<file path="src/rtl/tournament_chooser.sv">
// Tournament chooser: a table of saturating choice counters picks between the global and local predictors.
// Optional per-choice selection statistics are enabled by defining TOURN_STATS_EN.
module tournament_chooser #(
    parameter int IDX_W    = 8,
    parameter int CTR_W    = 2,
    parameter int CTR_INIT = 2**(CTR_W-1)
) (
    input  logic             clk,
    input  logic             rst_n,
    output logic             ready_o,
    input  logic             pred_v_i,
    input  logic [IDX_W-1:0] pred_idx_i,
    input  logic             global_in,
    input  logic             Local_in,
    output logic             pred_v_o,
    output logic             branch_predict,
    output logic             pred_use_global_o,
    input  logic             upd_v_i,
    input  logic [IDX_W-1:0] upd_idx_i,
    input  logic             upd_global_correct_i,
    input  logic             upd_local_correct_i
`ifdef TOURN_STATS_EN
    ,
    output logic [31:0]      stat_global_sel_o,
    output logic [31:0]      stat_local_sel_o
`endif
);

    localparam int DEPTH = 2**IDX_W;
    localparam logic [CTR_W-1:0] INIT_VAL = CTR_W'(CTR_INIT);
    localparam logic [CTR_W-1:0] CTR_MAX  = {CTR_W{1'b1}};

    typedef enum logic {ST_INIT, ST_READY} state_t;

    state_t           state;
    logic [IDX_W-1:0] init_ptr;
    logic [CTR_W-1:0] ctr_table [DEPTH];
    logic [CTR_W-1:0] rd_ctr;
    logic [CTR_W-1:0] upd_cur;
    logic [CTR_W-1:0] upd_next;
    logic             choice;

    // Counter MSB set means "trust global"; agreement makes the choice irrelevant.
    always_comb begin
        rd_ctr = ctr_table[pred_idx_i];
        if (global_in == Local_in)
            choice = global_in;
        else if (rd_ctr[CTR_W-1])
            choice = global_in;
        else
            choice = Local_in;
    end

    always_comb begin
        upd_cur  = ctr_table[upd_idx_i];
        upd_next = upd_cur;
        if (upd_global_correct_i && !upd_local_correct_i && upd_cur != CTR_MAX)
            upd_next = upd_cur + 1'b1;
        else if (upd_local_correct_i && !upd_global_correct_i && upd_cur != '0)
            upd_next = upd_cur - 1'b1;
    end

    always_ff @(posedge clk) begin
        if (!rst_n) begin
            state             <= ST_INIT;
            init_ptr          <= '0;
            ready_o           <= 1'b0;
            pred_v_o          <= 1'b0;
            branch_predict    <= 1'b0;
            pred_use_global_o <= 1'b0;
        end else begin
            pred_v_o <= 1'b0;
            case (state)
                ST_INIT: begin
                    init_ptr <= init_ptr + 1'b1;
                    if (init_ptr == {IDX_W{1'b1}}) begin
                        state   <= ST_READY;
                        ready_o <= 1'b1;
                    end
                end
                ST_READY: begin
                    if (pred_v_i) begin
                        pred_v_o          <= 1'b1;
                        pred_use_global_o <= rd_ctr[CTR_W-1];
                        branch_predict    <= choice;
                    end
                end
                default: state <= ST_INIT;
            endcase
        end
    end

    // Lookups read the pre-write value, so a same-cycle update is seen one cycle later.
    always_ff @(posedge clk) begin
        if (rst_n) begin
            if (state == ST_INIT)
                ctr_table[init_ptr] <= INIT_VAL;
            else if (upd_v_i)
                ctr_table[upd_idx_i] <= upd_next;
        end
    end

`ifdef TOURN_STATS_EN
    always_ff @(posedge clk) begin
        if (!rst_n) begin
            stat_global_sel_o <= '0;
            stat_local_sel_o  <= '0;
        end else if (state == ST_READY && pred_v_i && global_in != Local_in) begin
            if (rd_ctr[CTR_W-1]) begin
                if (stat_global_sel_o != 32'hFFFF_FFFF)
                    stat_global_sel_o <= stat_global_sel_o + 32'd1;
            end else begin
                if (stat_local_sel_o != 32'hFFFF_FFFF)
                    stat_local_sel_o <= stat_local_sel_o + 32'd1;
            end
        end
    end
`endif

endmodule

</file>
<file path="config.mk">
export PLATFORM = sky130hd
export DESIGN_NAME = tournament_chooser
export DESIGN_NICKNAME = d
export VERILOG_FILES = /design/src/rtl/tournament_chooser.sv
export SDC_FILE = /design/constraint.sdc
export NUM_CORES = 1
export LEC_CHECK = 0
export ABC_AREA = 1
export BUFFER_PORTS_ARGS = -buffer_cell sky130_fd_sc_hd__buf_2
export CAP_MARGIN = 10
export CORE_MARGIN = 4
export CORE_UTILIZATION = 40
export CTS_CLUSTER_DIAMETER = 200
export DETAILED_ROUTE_END_ITERATION = 10
export PLACE_DENSITY = 0.52
export SLEW_MARGIN = 20
export SYNTH_ARGS = -nofsm -noshare
export SYNTH_HDL_FRONTEND = slang
export SYNTH_SLANG_ARGS = --single-unit
</file>
<file path="constraint.sdc">
create_clock -name clk -period 12.2 [get_ports clk]
set_clock_uncertainty 0.15 [all_clocks]
set_input_delay 1.83 -clock clk [delete_from_list [all_inputs] [get_ports clk]]
set_output_delay 1.83 -clock clk [all_outputs]
set_load 0.01 [all_outputs]
</file>
==> flow_summary.toml <==
[power]
peakVddDrop_mv = 0.1236
p_seq_share_pct = 49.9
p_switching_mw = 0.9429
p_per_area_nw_per_um2 = 143.1
clock_power_share_pct = 42.7
total_leakage_power_nw = 9.932
swShare_pct = 24.12
internal_power_mw = 2.967
power_mw = 3.910
combPwrFrac_pct = 7.5

[synthesis]
ys_warn_count = 0
synth_most_common_cell = "nor2_1"
synthCells = 2582
synth_top_cell_by_area = "edfxtp_1"
synthTopCellsByCount = "nor2_1, edfxtp_1, nand2_1"
synthAdderAreaFrac_pct = 0.1501
netlist_area_um2 = 25010
ys_ff_latch = 525
synthArstFlopShare_pct = 0
synth_edf_count = 512
synth.mux.area_fraction_pct = 0
syn_nets = 2609
synth_xor_area_share_pct = 0
netlist_top_cells_area = "edfxtp_1, nor2_1, nand3_1"
synth_cell_types = 31
synth_flop_cell = "edfxtp_1"
synth-compound-area-share_pct = 8.905
synth_top_cell_area_share_pct = 61.48
avgSynthCellArea_um2 = 9.686
ys_seq_area_share_pct = 62.52
synth_top_family_by_area = "simple AND/OR/NAND/NOR gates"
synth-simple-area-share_pct = 23.83

[clock_tree]
numCtsBuffers = 57
postCtsSetupBuffers = 0
ctsResizeCount = 0
cts.sinks = 525
root_buffer = "clkbuf_16"
clk_pin_slew_ps = 60
cts_max_path_buffers = 3
hold_buffers = 0
insertion_delay_ps = 630
htreeDepth = 2
cts_tree = "built"

[run]
maxCapViolCount = 0

[placed_design]
place_hpwl_um = 45060
port_buffers = 27
dpl.cell_count = 3285
dp_slack_ps = 4186
gp_congestion = 0.8618

[timing]
finalCritPeriodShare_pct = 61.44
worst_pin_slew_ps = 1239
fmax_ghz = 0.1334
slew_headroom_pct = 17.34
setup_ws_ps = 4704
fin_tns_setup_ps = 0
slew_violations = 0
whs_ps = 312.6
setup_viol = 0
final_hold_viol_count = 0
finalCriticalPeriod_ps = 7496
rsz0062_at_grt = "false"

[grt]
grt_pass1_vias = 19330
grt_pass1_wl_um = 124400
grt_max_degree = 100
grt_overflow_total = 0
track_usage_pct = 24.69
antenna_found_initial = 2

[drt]
wl_met2_um = 38810
wl_per_cell_um = 24.76
met3_length_um = 6886
drcViolationCount = 0
viasPerCell = 5.854
first_iter_violations = 2096
m1WireLength_um = 34720
ant_nets = 0
top_layer_used = "met4"
dr.pass1.iters = 5
finalWirelength_um = 84030
vias = 19870

[cells_and_area]
area_delta_synth_final_pct = 9.266
layout.nets = 2534
stdcell_count = 3394
drive_gt1_share_pct = 7.828

[setup_path]
start_kind = "input port"
end_kind = "flip-flop"
critPathArrivalTime_ps = 7660
crit_type = "in2reg"
cp.required_ps = 12360
worstPathMaxFanout = 99

[floorplanning]
coreArea_um2 = 61830
die_area_um2 = 66590
fp.dieW_um = 258.0
die_y_um = 258.0
rows = 91
start_util_pct = 40.45
ios = 28

[min_path]
hp-class = "reg2reg"

[outcome]
status = "complete, no violations"
-- layer usage --
metal / GRT usage, % / up-vias
met2: 39.91 / 1046
li1: - / 8897
met1: 33.90 / 9709
met4: 9.917 / 0
met5: 0 / -
met3: 3.315 / 217
-- layout by cell type (no fill, tap or decap), drive strengths merged --
cell and instances:
nor2 528, edfxtp 512, nand2 488, nand3 377, o21ai 265, o22ai 123
clkbuf 72, buf 59, inv 52, clkinv 32, dfxtp 13, a21oi 12
nor3 8, ha 3, bufinv 3, diode 2, nor4 2, clkinvlp 2
or2 1, nand3b 1, nor3b 1, o21a 1
-- worst max-delay path, cell delays in order --
cell      delay [ps]
clkbuf_8         480
buf_4            780
buf_4            910
o21ai_0          210
o22ai_1          270
nand2_1          100
nand3_1          100
nand3_1          170
nand2_1          140
nand2_1           60
nand3_1           70
nand3_1          110
nand2_1          110
inv_1             50
ha_1             190
nor3_1           280
nand3b_1         160
nand2_1           90
nand2_4          610
buf_4            690
-- kinds of logic after synthesis --
family / count (synthesis)
buffers and inverters: 247
and+or+nand+nor: 1406
AOI/OAI and AO/OA: 401
adders and majority gates: 3
DFF: 525
-- final timing paths --
| kind | to | slack, ps | cells past startpoint | start |
|---|---|---|---|---|
| hold reg to reg | ready_o | 310 | 2 | ready_o |
| hold / removal | ready_o | 310 | 2 | ready_o |
| setup / recovery | ctr_table[27][1] | 4700 | 20 | upd_idx_i[0] |
| setup reg to reg | ctr_table[27][1] | 7940 | 17 | ctr_table[218][0] |
-- power by group through the flow --
stage               Sequential (mW)  Combinational (mW)  Clock (mW)
finish                         1.95               0.292        1.67
global route                   1.95               0.315        1.76
CTS                            1.95               0.287        1.69
detailed placement             1.99               0.286           0
global placement               1.99               0.286           0
floorplan                      1.99               0.184           0
-- sequential cells by signal, indices dropped and copies added (netlist names) --
name,flops
branch_predict,1
ctr_table,512
init_ptr,8
pred_use_global_o,1
pred_v_o,1
ready_o,1
state,1
-- final cells by class --
cell class	count	area, µm²
inverters	53	207.7
clock inverters	36	249.0
fillers	5892	34500
flip-flops and latches	525	15640
diodes	2	5.005
clock buffers	71	1521
well taps	837	1047
multi-input cells	1810	8264
repair buffers	60	396.6
-- through the flow --
step                      instance area [µm²]  util, %
after floorplan                         25010        -
after global placement                  25550    41.33
after detailed placement                25550    41.33
after CTS                               27320    44.19
after global routing                    27320    44.19
final                                   27330    44.20
(Power assumes the default switching activity.)
